--- src/rtl/wb_arbiter.sv ---
// wb_arbiter
// Write-back stage in front of the register file. Merges the ALU (source 0)
// and LSU (source 1) result streams into one write-back stream, which also
// feeds RF-stage forwarding. Sources are picked round-robin when both are
// valid, and the winner is held in a one-entry output register. Every
// write-back handshake counts as one retired instruction (minstret_o).
//
// Build option: define WB_PERF_CNT_EN to add the per-source write-back
// counters and the conflict counter (alu_wb_cnt_o, lsu_wb_cnt_o,
// conflict_cnt_o). Without it those ports and registers are absent and the
// block behaves identically otherwise.

package wb_arbiter_pkg;

    // Write-back payload: destination register and the value to write.
    typedef struct packed {
        logic [4:0]  rd;
        logic [31:0] wdata;
    } wbrf_tdata_t;

    // Result source index, also the encoding of the round-robin pointer.
    typedef enum logic {
        SRC_ALU = 1'b0,
        SRC_LSU = 1'b1
    } src_e;

endpackage

module wb_arbiter
    import wb_arbiter_pkg::*;
#(
    parameter int unsigned NUM_SRC   = 2,
    parameter int unsigned CNT_WIDTH = 64
) (
    input  logic                 clk,
    input  logic                 rst,

    // ALU result stream (source 0)
    input  logic                 alwb_tvalid_i,
    output logic                 alwb_tready_o,
    input  wbrf_tdata_t          alwb_tdata_i,

    // LSU result stream (source 1)
    input  logic                 lswb_tvalid_i,
    output logic                 lswb_tready_o,
    input  wbrf_tdata_t          lswb_tdata_i,

    // Write-back stream to the register file and forwarding path
    output logic                 wbrf_tvalid_o,
    input  logic                 wbrf_tready_i,
    output wbrf_tdata_t          wbrf_tdata_o,

    // Retired-instruction count
    output logic [CNT_WIDTH-1:0] minstret_o
`ifdef WB_PERF_CNT_EN
    ,
    output logic [CNT_WIDTH-1:0] alu_wb_cnt_o,
    output logic [CNT_WIDTH-1:0] lsu_wb_cnt_o,
    output logic [CNT_WIDTH-1:0] conflict_cnt_o
`endif
);

    // ------------------------------------------------------------------
    // State
    // ------------------------------------------------------------------
    logic                 out_v_q,    out_v_d;
    wbrf_tdata_t          out_d_q,    out_d_d;
    src_e                 rr_q,       rr_d;
    logic [CNT_WIDTH-1:0] minstret_q, minstret_d;

    // ------------------------------------------------------------------
    // Arbitration signals
    // ------------------------------------------------------------------
    logic [NUM_SRC-1:0]   src_valid;
    logic                 both_valid;
    logic                 any_valid;
    logic                 can_load;
    src_e                 gnt_idx;
    wbrf_tdata_t          gnt_data;
    logic                 take;
    logic                 wbrf_fire;

    assign src_valid  = {lswb_tvalid_i, alwb_tvalid_i};
    assign both_valid = &src_valid;
    assign any_valid  = |src_valid;

    assign wbrf_tvalid_o = out_v_q;
    assign wbrf_tdata_o  = out_d_q;
    assign minstret_o    = minstret_q;

    // Grant selection, source handshakes and next state of the output stage.
    // NOTE: every variable gets a default at the top of a combinational block;
    // any path that left one unassigned would infer a latch.
    always_comb begin
        can_load      = !out_v_q || wbrf_tready_i;
        wbrf_fire     = out_v_q && wbrf_tready_i;

        // A lone valid source wins; on conflict the pointer decides.
        gnt_idx       = SRC_ALU;
        if (both_valid) begin
            gnt_idx = rr_q;
        end else if (src_valid[SRC_LSU]) begin
            gnt_idx = SRC_LSU;
        end

        gnt_data      = (gnt_idx == SRC_LSU) ? lswb_tdata_i : alwb_tdata_i;

        // No source is accepted while reset is asserted, so an item offered
        // during reset is still there afterwards.
        take          = rst && any_valid && can_load;
        alwb_tready_o = take && (gnt_idx == SRC_ALU);
        lswb_tready_o = take && (gnt_idx == SRC_LSU);

        out_v_d       = out_v_q;
        out_d_d       = out_d_q;
        rr_d          = rr_q;

        if (take) begin
            // Fill (possibly while the old entry drains in the same cycle).
            out_v_d = 1'b1;
            out_d_d = gnt_data;
            // Only a contested grant moves the pointer, to the loser.
            if (both_valid) begin
                rr_d = src_e'(~gnt_idx);
            end
        end else if (wbrf_tready_i) begin
            // Drain with nothing to reload.
            out_v_d = 1'b0;
        end

        minstret_d    = minstret_q + CNT_WIDTH'(wbrf_fire);
    end

    // Output register and round-robin pointer.
    // NOTE: rst is synchronous here, so it is sampled only at the clock edge
    // and stays out of the sensitivity list.
    always_ff @(posedge clk) begin
        if (!rst) begin
            // NOTE: the data register is reset too because its reset value
            // is visible on wbrf_tdata_o; a pure datapath register could skip it.
            out_v_q <= 1'b0;
            out_d_q <= '0;
            rr_q    <= SRC_ALU;
        end else begin
            // NOTE: non-blocking assignments so every register here samples
            // the pre-edge values computed by the combinational block.
            out_v_q <= out_v_d;
            out_d_q <= out_d_d;
            rr_q    <= rr_d;
        end
    end

    // Retire counter: one count per write-back handshake, wrapping freely.
    always_ff @(posedge clk) begin
        if (!rst) begin
            minstret_q <= '0;
        end else begin
            minstret_q <= minstret_d;
        end
    end

`ifdef WB_PERF_CNT_EN
    // ------------------------------------------------------------------
    // Performance counters
    // ------------------------------------------------------------------
    logic [CNT_WIDTH-1:0] alu_cnt_q,  alu_cnt_d;
    logic [CNT_WIDTH-1:0] lsu_cnt_q,  lsu_cnt_d;
    logic [CNT_WIDTH-1:0] conf_cnt_q, conf_cnt_d;

    assign alu_wb_cnt_o   = alu_cnt_q;
    assign lsu_wb_cnt_o   = lsu_cnt_q;
    assign conflict_cnt_o = conf_cnt_q;

    // Per-source handshake counts and cycles where both sources competed.
    always_comb begin
        alu_cnt_d  = alu_cnt_q  + CNT_WIDTH'(alwb_tvalid_i && alwb_tready_o);
        lsu_cnt_d  = lsu_cnt_q  + CNT_WIDTH'(lswb_tvalid_i && lswb_tready_o);
        conf_cnt_d = conf_cnt_q + CNT_WIDTH'(both_valid && can_load);
    end

    // Counter registers, cleared by reset.
    always_ff @(posedge clk) begin
        if (!rst) begin
            alu_cnt_q  <= '0;
            lsu_cnt_q  <= '0;
            conf_cnt_q <= '0;
        end else begin
            alu_cnt_q  <= alu_cnt_d;
            lsu_cnt_q  <= lsu_cnt_d;
            conf_cnt_q <= conf_cnt_d;
        end
    end
`else
    // Performance counters not built.
`endif

endmodule
--- config.mk ---
export PLATFORM = sky130hd
export DESIGN_NAME = wb_arbiter
export DESIGN_NICKNAME = d
export VERILOG_FILES = /design/src/rtl/wb_arbiter.sv
export SDC_FILE = /design/constraint.sdc
export NUM_CORES = 1
export LEC_CHECK = 0
export BUFFER_PORTS_ARGS = -buffer_cell sky130_fd_sc_hd__clkbuf_2
export CORE_ASPECT_RATIO = 0.6
export CORE_MARGIN = 2
export CORE_UTILIZATION = 40
export CTS_BUF_LIST = sky130_fd_sc_hd__clkbuf_4 sky130_fd_sc_hd__clkbuf_8
export DETAILED_ROUTE_END_ITERATION = 8
export PLACE_DENSITY = 0.74
export SYNTH_ARGS = -nofsm -noshare
export SYNTH_HDL_FRONTEND = slang
export SYNTH_SLANG_ARGS = --single-unit
--- constraint.sdc ---
create_clock -name clk -period 5.4 [get_ports clk]
set_input_delay 1.62 -clock clk [delete_from_list [all_inputs] [get_ports clk]]
set_output_delay 1.62 -clock clk [all_outputs]
set_load 0.01 [all_outputs]
==> run_results.csv, run 1 <==
group,metric,value,unit
timing,setup_ws,1206,ps
clock_tree,clk_latency,370,ps
synthesis,synth-edff-count,0,
die,initial_core_util,0.4153,
routing,viasPerCell,5.231,
routing,num_vias,4598,
synthesis,synthMuxAreaShare,0.07789,
timing,relSlewSlack,0.3295,
clock_tree,cts_post_setup_buffers_inserted,0,
die,die_area,12800,um^2
cells_and_area,fin_cells,879,
routing,wl_per_cell,14.76,um
synthesis,synthesis.area,4755,um^2
timing,drv_slew,0,
synthesis,synth.top_cells.by_count,"103 x dfxtp_1, 84 x nor2_1, 37 x a211oi_1, 37 x mux2i_1, 27 x xnor2_1",
cells_and_area,nFillCells,1130,
synthesis,syn_inst,545,
synthesis,yosys_register_bits,103,
placed_design,numPortBuffers,182,
synthesis,syn_area_per_cell,8.724,um^2
global_routing,first_global_vias,4296,
global_routing,antenna_found_initial,0,
hold_path,min_path_cells,2,
power,p_per_area,240.7,nW/um^2
routing,firstDrtPassIters,4,
clock_tree,cts_num_sinks,103,
synthesis,yosysMostFrequentCell,"dfxtp_1",
synthesis,ys_top_cells_by_area,"dfxtp_1 43%, mux2i_1 7.8%, nor2_1 6.6%, a211oi_1 5.8%, xnor2_1 5.0%",
synthesis,synth-simple-area-share,0.2605,
synthesis,yosys.area_share.adder,0.005263,
global_routing,grt_use_total,0.2081,
power,vdd_drop_max,114.8,uV
routing,drc,0,
timing,skew,13.38,ps
timing,rsz0062_at_grt,"false",
status,status,"completed",
routing,dr.first_iter.drc_count,265,
global_routing,grt-ovfl-total,0,
critical_path,path_class,"in -> out",
cells_and_area,diodes,0,
power,totalPowerFinal,1.444,mW
job,drv_cap,0,
synthesis,yosysUniqueCellTypes,37,
routing,drtAntennaViolNets,0,
clock_tree,tritoncts,"yes",
timing,fin_crit,4194,ps
die,die_h,88.45,um
critical_path,critPathMaxFanout,15,
clock_tree,htree_num_levels,3,
placed_design,placedInstanceArea,5801,um^2
placed_design,hpwl,9849,um
power,power_leakage,2.554,nW
synthesis,synth-xor-area-share,0.07000,
timing,setup_viol,0,
clock_tree,path_clk_slew,90,ps
timing,period_share,0.7767,
critical_path,cp.arrival,2570,ps
timing,worst_pin_slew,1006,ps
critical_path,cp-start-kind,"input port",
critical_path,cp-end-kind,"output port",
hold_path,holdCritPathClass,"reg -> reg",
cells_and_area,postLayoutCellArea,5998,um^2
synthesis,synth_top_area_cell,"dfxtp_1",
synthesis,synthArstFlopShare,0,
critical_path,cp_data_required_time,3780,ps
cells_and_area,fin_util,0.5239,
clock_tree,cts_hold_buffers,0,
die,fp.dieW,144.8,um
die,fp-row-count,30,
timing,hold_slack,503.9,ps
die,io_pins,183,
synthesis,ys_warn_count,0,
synthesis,ys_seq_area_frac,0.4337,
synthesis,syn-num-nets,626,
critical_path,reg2reg_depth,5,
synthesis,synth_compound_area_frac,0.1189,
placed_design,dp_slack,1199,ps
routing,routed_wl,12970,um
timing,finalHoldViolations,0,
clock_tree,clockBufferDepth,2,
die,core,11450,um^2
placed_design,dp.cells,863,
clock_tree,postCtsResizedCells,0,
clock_tree,cts_inserted_buffers,9,
clock_tree,cts-root-buf,"clkbuf_8",
synthesis,synth_top_area_share,0.4337,
synthesis,synth_top_family_by_area,"simple AND/OR/NAND/NOR gates",
timing,fin_tns_setup,0,ps
placed_design,gp_congestion,0.8298,
timing,clock.fmax,238.4,MHz
global_routing,grt_pass1_wl,21050,um
cells_and_area,layout-drive-gt1-share,0.3018,
synthesis,synthFlopType,"dfxtp_1",
global_routing,grt_max_degree,97,
cells_and_area,fin_nets,795,
cells_and_area,syn_to_final_growth,26.16,%
==> layout make-up <==
type / instances / area, um^2 / area share
Multi-Input combinational cell: 401 / 2549 / 0.4249
Inverter: 13 / 48.80 / 0.008135
Tap cell: 160 / 200.2 / 0.03338
Clock inverter: 5 / 58.81 / 0.009804
Clock buffer: 11 / 138.9 / 0.02315
Timing Repair Buffer: 186 / 940.9 / 0.1569
Sequential cell: 103 / 2062 / 0.3438
==> placed cells by master, fill, tap and decap left out, types with 2 or more instances in the layout <==
cell type / n
a211oi_1: 37
a21oi_1: 24
and2_1: 9
and3_1: 6
and4_1: 4
buf_4: 4
clkbuf_2: 182
clkbuf_4: 2
clkbuf_8: 9
clkinvlp_4: 2
dfxtp_1: 103
ha_1: 2
inv_1: 12
mux2i_1: 37
nand2_1: 21
nand2b_1: 2
nand3_1: 25
nand4_1: 21
nand4_2: 5
nor2_1: 84
nor3_1: 16
nor4_1: 10
nor4_2: 2
o21a_1: 4
o21ai_0: 16
o31ai_1: 4
or2_2: 2
or3_1: 19
or4_1: 5
xnor2_1: 27
xor2_1: 11
==> cell families after synthesis <==
kind of cell | Yosys count
buffers and inverters | 41
xor gates and xnor gates | 38
muxes | 37
DFF | 103
AOI/OAI and AO/OA | 89
and+or+nand+nor | 235
adders and majority gates | 2
==> path summary, 6_finish.rpt <==
check	slack [ps]	endpoint	from
hold / removal	500	wbrf_tdata_o[16]$_SDFFE_PN0N_	wbrf_tdata_o[16]$_SDFFE_PN0N_
setup / recovery	1210	alwb_tready_o	alwb_tvalid_i
hold reg to reg	500	wbrf_tdata_o[16]$_SDFFE_PN0N_	wbrf_tdata_o[16]$_SDFFE_PN0N_
setup reg to reg	2790	minstret_o[63]$_SDFF_PN0_	minstret_o[26]$_SDFF_PN0_
==> power breakdown <==
part           switching [mW]  leakage [nW]  total (mW)  internal [mW]
sequential             0.0142         0.838       0.798          0.784
clock                   0.264        0.0964       0.489          0.225
combinational          0.0857          1.62       0.156         0.0708
==> worst max-delay path, stage by stage <==
cell      delay, ps
clkbuf_2        110
inv_1            60
o21ai_4         450
and2_1          200
clkbuf_2        120
==> metal layers <==
| metal | track usage | wire length (um) | share of wire | up-vias |
|---|---|---|---|---|
| li1 | - | - | - | 2302 |
| met1 | 0.2661 | 5814 | 0.45 | 2133 |
| met2 | 0.3469 | 6122 | 0.47 | 145 |
| met3 | 0.06385 | 902 | 0.070 | 18 |
| met4 | 0.05296 | 132 | 0.010 | 0 |
| met5 | 0 | 0 | 0 | - |
==> flip-flops by register name, summed over array words and instances (netlist names) <==
signal / flops
minstret_o: 64
wbrf_tdata_o: 37
rr_q: 1
wbrf_tvalid_o: 1
(Power assumes the default switching activity.)
==> run 2, diff against run 1 <==
ABC_AREA = 1   (was default)
PLACE_DENSITY = 0.73   (was 0.74)
clock period = 4.1 ns   (was 5.4 ns; I/O delays follow)
==> run 2 against run 1 <==
Effect of this change:
- flip-flop and latch count did not move
- non-clock buffer count grew 1
- synthesized cell count is 55% higher
- critical path type unchanged
==> run_results.csv, run 2 <==
group,metric,value,unit
critical_path,critPathMaxFanout,4,
clock_tree,clockBufferDepth,2,
synthesis,syn_area_per_cell,6.368,um^2
power,power_leakage,2.896,nW
synthesis,synth-edff-count,0,
power,p_per_area,273.1,nW/um^2
routing,viasPerCell,4.966,
critical_path,cp_data_required_time,2870,ps
synthesis,syn_inst,846,
global_routing,grt_pass1_wl,28690,um
cells_and_area,fin_nets,1102,
critical_path,cp-start-kind,"input port",
global_routing,grt-ovfl-total,0,
cells_and_area,syn_to_final_growth,22.46,%
timing,setup_viol,0,
global_routing,grt_use_met2,0.3514,
die,fp-row-count,32,
status,status,"completed",
routing,num_vias,5939,
global_routing,grt-busiest-layer,"met1",
cells_and_area,largest_register_ffs,64,
job,drv_cap,0,
placed_design,hpwl,14120,um
critical_path,reg2reg_depth,9,
critical_path,cp-end-kind,"output port",
synthesis,syn-num-nets,927,
critical_path,path_class,"in -> out",
critical_path,path_cells,"clkbuf_2 -> nor2_1 -> nor2_2 -> nand2_2 -> a21oi_2 -> clkbuf_2",
critical_path,cpMostUsedCell,"clkbuf_2",
clock_tree,cts_hold_buffers,0,
timing,worst_pin_slew,596.6,ps
global_routing,use_met3,0.1024,
cells_and_area,diodes,0,
cells_and_area,mostFrequentLayoutCell,"nand2_1",
synthesis,synthArstFlopShare,0,
cells_and_area,nFillCells,1332,
die,fp.dieW,153.8,um
critical_path,worst_path_max_delay_cell,"a21oi_2",
synthesis,ys_seq_area_frac,0.3827,
global_routing,first_global_vias,5445,
synthesis,yosys_register_bits,103,
timing,clock.fmax,313.8,MHz
synthesis,yosysUniqueCellTypes,28,
synthesis,ys_top_cells_by_area,"dfxtp_1 38%, nand2_1 21%, nor2_1 11%, inv_1 5.3%, a31oi_1 4.3%",
routing,drtAntennaViolNets,0,
hold_path,min_path_cells,2,
clock_tree,htree_num_levels,3,
global_routing,use_met1,0.3747,
synthesis,synthesis.area,5388,um^2
timing,fin_crit,3186,ps
placed_design,gp_congestion,0.9764,
synthesis,synth.top_cells.by_count,"301 x nand2_1, 153 x nor2_1, 103 x dfxtp_1",
timing,fin_tns_setup,0,ps
timing,rsz0062_at_grt,"false",
die,die_area,14440,um^2
die,io_pins,183,
clock_tree,tritoncts,"yes",
synthesis,synthFlopType,"dfxtp_1",
cells_and_area,layout_common_cells,"301 x nand2_1, 182 x clkbuf_2, 153 x nor2_1, 103 x dfxtp_1, 76 x inv_1",
timing,drv_slew,0,
global_routing,grt_use_total,0.2575,
clock_tree,clk_latency,370,ps
clock_tree,postCtsResizedCells,0,
die,initial_core_util,0.4140,
critical_path,crit_path_max_incr_delay,180,ps
cells_and_area,layout-drive-gt1-share,0.2427,
timing,hold_slack,490.2,ps
routing,routed_wl,17870,um
synthesis,ys_warn_count,0,
routing,firstDrtPassIters,5,
die,die_h,93.90,um
timing,finalHoldViolations,0,
power,vdd_drop_max,159.5,uV
clock_tree,cts_inserted_buffers,9,
routing,dr.first_iter.drc_count,464,
die,core,13010,um^2
routing,wl_per_cell,14.94,um
critical_path,cp.arrival,1960,ps
timing,skew,11.30,ps
clock_tree,path_clk_slew,90,ps
synthesis,synth_top_area_share,0.3827,
synthesis,synth_top_area_cell,"dfxtp_1",
timing,relSlewSlack,0.6023,
synthesis,yosysMostFrequentCell,"nand2_1",
clock_tree,cts_post_setup_buffers_inserted,0,
clock_tree,cts_num_sinks,103,
global_routing,grt_max_degree,54,
global_routing,antenna_found_initial,0,
routing,drc,0,
cells_and_area,fin_cells,1196,
placed_design,dp.cells,1180,
hold_path,holdCritPathClass,"reg -> reg",
placed_design,numPortBuffers,182,
clock_tree,cts-root-buf,"clkbuf_8",
timing,period_share,0.7771,
## run 2: cell count changes after synthesis, moves of 14 or more
| cell | previous run | this run |
|---|---|---|
| a31oi_1 | 0 | 37 |
| xnor2_1 | 27 | 1 |
| or3_1 | 19 | 0 |
| nor2_2 | 0 | 14 |
| nor2_1 | 84 | 153 |
| a211oi_1 | 37 | 0 |
| inv_1 | 12 | 76 |
| mux2i_1 | 37 | 0 |
| nand2_1 | 21 | 301 |
## run 2: cell type report
type / instances / area, um^2 / share of cell area
tap: 170 / 212.7 / 0.03224
sequential: 103 / 2062 / 0.3125
multi-input combinational: 639 / 2902 / 0.4398
clock inverter: 6 / 37.54 / 0.005689
timing repair buffer: 187 / 948.4 / 0.1438
inverter: 81 / 304.0 / 0.04608
clock buffer: 10 / 131.4 / 0.01991
## run 2: metal layers
metal / share of wire / up-vias
li1: - / 3013
met1: 0.49 / 2661
met2: 0.37 / 242
met3: 0.12 / 23
met4: 0.013 / 0
met5: 0 / -
## run 2: worst max-delay path, delay by kind of cell
kind                   cells  cell delay [ps]
buffers and inverters      2              290
AOI/OAI and AO/OA          1              180
and+or+nand+nor            3              250
## run 2: logic make-up after synthesis
kind of cell / count (synthesis) / share of synthesized area
simple gates: 535 / 0.4203
compound gates: 95 / 0.1022
buf+inv: 104 / 0.07873
xor+xnor: 7 / 0.01138
fa+ha+maj: 2 / 0.004644
flops: 103 / 0.3827
## run 2: power breakdown
part / switching [mW] / internal [mW]
clock: 0.359 / 0.226
combinational: 0.103 / 0.0733
sequential: 0.0143 / 1.03
total: 0.476 / 1.33
## run 2: worst paths after layout
check / startpoint / end / slack (ps)
setup / recovery: lswb_tvalid_i / alwb_tready_o / 910
hold / removal: wbrf_tdata_o[9]$_SDFFE_PN0N_ / wbrf_tdata_o[9]$_SDFFE_PN0N_ / 490
setup reg to reg: minstret_o[25]$_SDFF_PN0_ / minstret_o[37]$_SDFF_PN0_ / 1940
hold reg to reg: wbrf_tdata_o[9]$_SDFFE_PN0N_ / wbrf_tdata_o[9]$_SDFFE_PN0N_ / 490
## run 2: through the flow
step           total power, mW  worst slack (ps)  utilization  cell area (um^2)
2_1_floorplan            1.156             976.4            -              5388
3_3_place_gp             1.238             921.4       0.4940              6429
3_5_place_dp             1.240             924.1       0.4940              6429
4_1_cts                  1.823             924.1       0.5070              6598
5_1_grt                  1.885             864.0       0.5070              6598
6_report                 1.801             913.7       0.5070              6598
